$ cat src/rtl/sccb_config_sequencer.sv
// sccb_config_sequencer: walks an external register ROM and writes each entry as a 3-phase SCCB write.
// Define SCCB_HW_RESET_EN to pulse cam_reset for RESET_CYCLES after reset before the power-up wait.
module sccb_config_sequencer #(
  parameter int CLK_DIV = 4,
  parameter int N_REGS = 128,
  parameter logic [7:0] DEV_ADDR = 8'h42,
  parameter int PWRUP_DELAY = 1000,
  parameter int RESET_CYCLES = 100,
  parameter int DELAY_UNIT = 1000,
  localparam int AW = $clog2(N_REGS)
) (
  input  logic          clk,
  input  logic          reset,
  input  logic          start,
  output logic [AW-1:0] rom_addr,
  input  logic [15:0]   rom_data,
  output logic          busy,
  output logic          done,
  output logic          cam_reset,
  output logic          cam_pwdn,
  output logic          sioc,
  output logic          siod,
  output logic          siod_oe
);
  localparam int M1 = RESET_CYCLES > PWRUP_DELAY ? RESET_CYCLES : PWRUP_DELAY;
  localparam int M2 = 255 * DELAY_UNIT > CLK_DIV ? 255 * DELAY_UNIT : CLK_DIV;
  localparam int CW = $clog2((M1 > M2 ? M1 : M2) + 1);
  typedef enum logic [2:0] {
    S_HW_RESET, S_PWRUP, S_FETCH, S_DECODE, S_WRITE, S_DELAY, S_DONE
  } state_t;
`ifdef SCCB_HW_RESET_EN
  localparam state_t RST_STATE = S_HW_RESET;
`else
  localparam state_t RST_STATE = S_PWRUP;
`endif
  state_t          r_state, w_state;
  logic [CW-1:0]   r_cnt, w_cnt, w_cnt_inc, w_dly;
  logic [6:0]      r_q, w_q, w_rel;
  logic [AW-1:0]   r_addr, w_addr;
  logic [15:0]     r_data, w_data;
  logic            w_adv, w_wr, w_in_bits;
  logic [4:0]      w_bit;
  logic [31:0]     w_frame;
  assign w_cnt_inc = r_cnt + 1'b1;
  assign w_dly = CW'(r_data[7:0]) * CW'(DELAY_UNIT);
  always_ff @(posedge clk or posedge reset)
    if (reset) begin
      r_state <= RST_STATE;
      r_cnt <= '0;
      r_q <= '0;
      r_addr <= '0;
      r_data <= '0;
    end else begin
      r_state <= w_state;
      r_cnt <= w_cnt;
      r_q <= w_q;
      r_addr <= w_addr;
      r_data <= w_data;
    end
  always_comb begin
    w_state = r_state;
    w_cnt = w_cnt_inc;
    w_q = r_q;
    w_addr = r_addr;
    w_data = r_data;
    w_adv = 1'b0;
    case (r_state)
      S_HW_RESET: if (r_cnt == CW'(RESET_CYCLES - 1)) begin
        w_state = S_PWRUP;
        w_cnt = '0;
      end
      S_PWRUP: if (r_cnt == CW'(PWRUP_DELAY - 1)) begin
        w_state = S_FETCH;
        w_cnt = '0;
      end
      S_FETCH: begin
        w_state = S_DECODE;
        w_cnt = '0;
      end
      S_DECODE: begin
        w_data = rom_data;
        w_cnt = '0;
        w_q = '0;
        if (rom_data == 16'hFFFF) w_state = S_DONE;
        else if (rom_data[15:8] == 8'hFF) begin
          if (rom_data[7:0] == 8'h00) w_adv = 1'b1;
          else w_state = S_DELAY;
        end else w_state = S_WRITE;
      end
      S_WRITE: if (r_cnt == CW'(CLK_DIV - 1)) begin
        w_cnt = '0;
        if (r_q == 7'd112) w_adv = 1'b1;
        else w_q = r_q + 1'b1;
      end
      S_DELAY: w_adv = w_cnt_inc == w_dly;
      S_DONE: begin
        w_cnt = '0;
        if (start) begin
          w_addr = '0;
          w_state = S_FETCH;
        end
      end
      default: w_state = RST_STATE;
    endcase
    if (w_adv) begin
      w_cnt = '0;
      if (r_addr == AW'(N_REGS - 1)) w_state = S_DONE;
      else begin
        w_addr = r_addr + 1'b1;
        w_state = S_FETCH;
      end
    end
  end
  // Quarters 2..109 carry 27 bits (3 bytes + don't-care bit each), 4 quarters per bit.
  assign w_wr = r_state == S_WRITE;
  assign w_rel = r_q - 7'd2;
  assign w_bit = w_rel[6:2];
  assign w_in_bits = r_q >= 7'd2 && r_q <= 7'd109;
  assign w_frame = {DEV_ADDR, 1'b1, r_data[15:8], 1'b1, r_data[7:0], 1'b1, 5'b0};
  assign sioc = !w_wr || (w_in_bits ? w_rel[1] : (r_q == 7'd0 || r_q >= 7'd111));
  assign siod = !w_wr || (w_in_bits ? w_frame[5'd31 - w_bit] : r_q == 7'd112);
  assign siod_oe = !(w_wr && w_in_bits && (w_bit == 5'd8 || w_bit == 5'd17 || w_bit == 5'd26));
  assign rom_addr = r_addr;
  assign busy = r_state != S_DONE;
  assign done = r_state == S_DONE;
  assign cam_pwdn = 1'b0;
`ifdef SCCB_HW_RESET_EN
  assign cam_reset = r_state == S_HW_RESET;
`else
  assign cam_reset = 1'b0;
`endif
endmodule

$ cat config.mk
export PLATFORM = sky130hd
export DESIGN_NAME = sccb_config_sequencer
export DESIGN_NICKNAME = d
export VERILOG_FILES = /design/src/rtl/sccb_config_sequencer.sv
export SDC_FILE = /design/constraint.sdc
export NUM_CORES = 1
export LEC_CHECK = 0
export ABC_AREA = 1
export ABC_CLOCK_PERIOD_IN_PS = 4330
export BUFFER_PORTS_ARGS = -buffer_cell sky130_fd_sc_hd__clkbuf_2
export CAP_MARGIN = 20
export CORE_ASPECT_RATIO = 0.8
export CORE_UTILIZATION = 31
export CTS_CLUSTER_DIAMETER = 100
export CTS_CLUSTER_SIZE = 28
export DETAILED_ROUTE_END_ITERATION = 6
export GPL_ROUTABILITY_DRIVEN = 0
export HOLD_SLACK_MARGIN = 0.08
export SLEW_MARGIN = 25
export SYNTH_ARGS = -nofsm -noshare
export SYNTH_HDL_FRONTEND = slang
export SYNTH_SLANG_ARGS = --single-unit
$ cat constraint.sdc
create_clock -name clk -period 4.33 [get_ports clk]
set_clock_uncertainty 0.2 [all_clocks]
set_input_delay 0.2165 -clock clk [delete_from_list [all_inputs] [get_ports clk]]
set_output_delay 0.2165 -clock clk [all_outputs]
set_load 0.005 [all_outputs]
==> results.ini, run 1 <==
[outcome]
status=complete, but fails checks
violations=setup timing

[yosys]
async_flop_share_pct=100
synthAdderAreaFrac_pct=18.3
synth_top_family_by_area=simple AND/OR/NAND/NOR gates
yosysUniqueCellTypes=39
synthXorXnorAreaFrac_pct=2.03
synth_area_um2=5560
synthFlopType=dfrtp_1
ys_seq_area_share_pct=23.0
synth-edff-count=0
synthMuxAreaShare_pct=0
avgSynthCellArea_um2=6.56
synth_compound_area_share_pct=5.99
ys_ff_latch=51
synth_warnings=0
synth_cells=847
synthSimpleGateAreaFrac_pct=38.4

[run]
cap_violations=0

[timing]
slew_headroom_pct=54.1
fin_crit_sh_pct=106
worst_pin_slew_ns=0.682
fmax_ghz=0.218
finalSetupViolCount=28
slew_violations=0
setup_slack_ns=-0.256
layout_min_cycle_time_ns=4.59
grt_setup_unrepaired=yes
finalHoldViolCount=0

[worst_setup_path]
cpPeakStageDelay_ns=0.51
crit_slowest_cell=fa_1
cp.required_ns=4.31
end_kind=register
start_kind=register
worst-setup-path-type=register to register
path_max_fanout=8
cp_common_cell=nand2_1
path_buf_inv=6
critPathArrivalTime_ns=4.56
crit_family=adder cells

[layout]
layout_commonest_cell=nand2_1
nets=1028
drive_gt1_share_pct=20.5
fillers=1804
antenna_cells=0
mostFrequentLayoutCells=nand2_1 (231), inv_1 (148), nand3_1 (75)
design_area_um2=7000
syn_to_final_growth_pct=25.9

[die]
rows=43
io_pins=33
chipHeight_um=122
core_area_um2=17400
dieWidth_um=152
initial_core_util_pct=31.9
die_area_um2=18500

[drt]
detail-route-antenna-nets=0
vias=5594
drc_errors=0
first_pass_iters=6
drt_iter0_drc=433
routed_via_density=4.79
avgRoutedWirePerCell_um=12.8
wl_um=15000

[global_route]
grt_max_degree=30
grt_first_pass_wirelength_um=24700
grt_overflow=0
grt_usage_pct=17.0
grt_pass1_vias=5010
antenna_found_initial=0

[place]
pre_cts_ws_ns=-0.256
placed_area_um2=6290
io_buffer_count=30
hpwl_um=11900

[cts]
clk_pin_slew_ns=0.07
cts_buffers=5
cts_tree=done
cts_max_level=2
cts_root_buf=clkbuf_16
max-clock-path-buffers=2
cts.sinks=51
worstSkewPairLatency_ns=0.30

[min_path]
worstHoldPathType=input port to register

-- metrics by stage --
step | hold slack, ns | util (%) | std cells | TNS [ns]
4_1_cts | 0.105 | 39.2 | 1164 | -5.63
2_1_floorplan | 0.133 | - | 848 | 0
5_1_grt | 0.161 | 40.2 | 1167 | -11.31
6_report | 0.113 | 40.2 | 1167 | -5.14
3_5_place_dp | 0.0825 | 36.1 | 1132 | -6.08
3_3_place_gp | 0.0721 | 36.1 | 1132 | -4.96
-- worst min-delay path, cell delays in order --
cell and delay, ns:
clkbuf_2 0.09, nor2_1 0.05, inv_1 0.06, nand2_1 0.07, nand2_1 0.07, a21oi_2 0.05
-- routing by layer --
metal | GRT usage [%] | up-vias | routed length [µm]
li1 | - | 2856 | -
met1 | 26.5 | 2593 | 7870
met2 | 24.2 | 136 | 6160
met3 | 3.26 | 9 | 843
met4 | 2.17 | 0 | 120
met5 | 0 | - | 0
-- state kept, by name, indices dropped and copies added (netlist names) --
name / flops
r_cnt: 18
r_data: 16
r_q: 7
r_state: 3
rom_addr: 7
-- synthesized netlist by cell type (6+ instances only) --
library cell | count | area [µm²]
a21oi_1 | 18 | 90.1
clkbuf_1 | 6 | 22.5
dfrtp_1 | 50 | 1250
fa_1 | 22 | 440
ha_1 | 46 | 576
inv_1 | 158 | 593
nand2_1 | 259 | 972
nand2_2 | 6 | 37.5
nand3_1 | 83 | 415
nand4_1 | 17 | 106
nor2_1 | 63 | 236
nor2_4 | 7 | 78.8
nor3_1 | 29 | 145
nor4_1 | 7 | 43.8
o21ai_0 | 27 | 135
xor2_1 | 8 | 70.1
-- kinds of logic after synthesis --
kind of cell,count (synthesis)
adders and majority gates,68
AOI/OAI and AO/OA,58
xor gates and xnor gates,12
buffers and inverters,174
DFF,51
and+or+nand+nor,483
other,1
-- what timing repair did --
item | CTS | global route
hold endpoints to repair | 37 | 0
pin swaps | 20 | 35
gates resized for setup | 40 | 44
endpoints found under the setup margin | 28 | 28
cloned | 1 | 0
buffers inserted | 6 | 5
hold buffers | 17 | 0
-- layout make-up --
| cell class | count | area (µm²) | share of cell area, % |
|---|---|---|---|
| inverter | 159 | 599 | 8.56 |
| tap | 225 | 282 | 4.02 |
| sequential | 51 | 1280 | 18.3 |
| multi-input combinational | 623 | 3930 | 56.1 |
| timing repair buffer | 101 | 774 | 11.1 |
| clock buffer | 8 | 136 | 1.95 |
-- worst paths after layout --
kind	from	endpoint	slack, ns	cells past startpoint
min in group asynchronous	reset	r_cnt[5]	0.27	3
max	r_data[2]	r_cnt[2]	-0.26	25
min reg2reg	r_data[13]	r_data[13]	0.28	2
max reg2reg	r_data[2]	r_cnt[2]	-0.26	25
max in group asynchronous	reset	r_data[2]	2.83	4
min	start	r_state[0]	0.11	6
Power of run 1 is left out: the tool's default activity adds up to more than one toggle a clock period on the data nets, which glitch-free logic cannot reach.
==> run 2, diff against run 1 <==
Settings changed: CORE_MARGIN from default to 8.
==> run 2 against run 1 <==
  * The flow still finishes with violations (setup timing)
  * Utilization grew 1.1 points
  * First-iteration DRC count increased by 5.1%
  * Worst setup slack better by 0.060 ns
  * Register-to-register slack better by 0.06 ns
  * Routed wire length grew 4.2%
  * Sequential share of layout area down 0.44 points
  * Critical path depth decreased by 3
==> results.ini, run 2 (synthesis gave the netlist of run 1 again) <==
[outcome]
violations=setup timing
status=complete, but fails checks

[global_route]
grt_first_pass_wirelength_um=25900
grt_usage_pct=13.8
grt_overflow=0
grt_pass1_vias=5159
antenna_found_initial=0
grt_max_degree=52

[timing]
setup_slack_ns=-0.196
slew_violations=0
slew_headroom_pct=49.7
worst_pin_slew_ns=0.753
fin_tns_setup_ns=-4.44
grt_setup_unrepaired=yes
finalSetupViolCount=28
fmax_ghz=0.221
finalHoldViolCount=0
fin_crit_sh_pct=105
layout_min_cycle_time_ns=4.53
hold-worst-slack_ns=0.114

[die]
rows=43
io_pins=33
chipHeight_um=136
initial_core_util_pct=31.9
die_area_um2=22500
dieWidth_um=166
core_area_um2=17400

[worst_setup_path]
reg2reg_from=r_data[1]
worst-setup-path-type=register to register
cp.required_ns=4.35
critPathCapture=r_cnt[14]
start_kind=register
end_kind=register
reg2reg_setup_slack_ns=-0.20
critPathArrivalTime_ns=4.55
r2r_cells=22
path_max_fanout=8
setup.worst_path.start=r_data[1]
reg2reg_to=r_cnt[14]

[drt]
first_pass_iters=5
wl_um=15600
drt_iter0_drc=455
detail-route-antenna-nets=0
routed_via_density=4.74
drc_errors=0
avgRoutedWirePerCell_um=13.3
vias=5566

[place]
io_buffer_count=30
hpwl_um=12100
placed_area_um2=6270
pre_cts_ws_ns=-0.264

[layout]
antenna_cells=0
design_area_um2=7190
syn_to_final_growth_pct=29.3
drive_gt1_share_pct=22.3
nets=1035
mostFrequentLayoutCells=nand2_1 (226), inv_1 (148), nand3_1 (72)
reg_top3=r_cnt: 18 flops, r_data: 16 flops
fillers=1783
top_register=r_cnt
largest_reg_flops=18
layout_commonest_cell=nand2_1

[cts]
cts_root_buf=clkbuf_16
cts.sinks=51
worstSkewPairLatency_ns=0.30
cts_buffers=5
cts_max_level=2
max-clock-path-buffers=2
cts_tree=done
clk_pin_slew_ns=0.08

[run]
cap_violations=0

[min_path]
worstHoldPathType=input port to register

run 2: final cells by class:
type                    instances  area (µm²)  share of cell area, %
repair buffers                108         820                   11.4
clock buffers                   5         125                   1.74
well taps                     225         282                   3.92
clock inverters                 3        67.6                  0.940
multi-input cells             623        4010                   55.8
flip-flops and latches         51        1280                   17.9
inverters                     159         597                   8.30
run 2: repair_timing:
| action | in CTS | in global routing |
|---|---|---|
| pin swaps | 6 | 40 |
| setup buffers | 20 | 3 |
| cloned | 0 | 1 |
| hold buffers | 17 | 0 |
| gates resized for setup | 34 | 68 |
| hold endpoints to repair | 66 | 0 |
| setup endpoints to repair | 28 | 29 |
run 2: how the worst min path moves through the flow:
stage	start	endpoint	slack, ns	cells past startpoint
global route	start	r_state[0]	0.15	6
finish	start	r_state[0]	0.11	6
detailed placement	reset	rom_addr[1]	0.23	3
floorplan	rom_data[10]	r_data[10]	0.13	2
CTS	start	r_state[0]	0.10	6
global placement	reset	rom_addr[1]	0.23	3
run 2: per-layer routing:
metal	track usage, %	part of all wire, %
met4	1.60	0.58
met5	0	0
met3	2.12	5.8
met2	20.2	41
met1	21.3	52
run 2: through the flow:
| stage | util (%) | cells |
|---|---|---|
| 6_report | 41.2 | 1174 |
| 5_1_grt | 41.2 | 1174 |
| 4_1_cts | 39.6 | 1175 |
| 3_5_place_dp | 36.0 | 1130 |
| 3_3_place_gp | 36.0 | 1130 |
| 2_1_floorplan | - | 848 |
run 2: worst max-delay path, cell delays in order (launching register included):
cell and delay [ns]:
dfrtp_2 0.45, fa_1 0.56, inv_2 0.04, fa_1 0.49
fa_1 0.49, inv_1 0.05, fa_1 0.50, ha_4 0.35
nand2_4 0.06, nor2_1 0.08, nand2_1 0.06, nand3_2 0.11
nand2_4 0.09, nand2_4 0.07, nand2_4 0.07, nand2_1 0.06
nand2_1 0.06, nand2_1 0.08, inv_2 0.05, nand3_4 0.11
nand2_8 0.09, clkbuf_16 0.20, nor3_1 0.13
Power of run 2 is left out for the same reason.
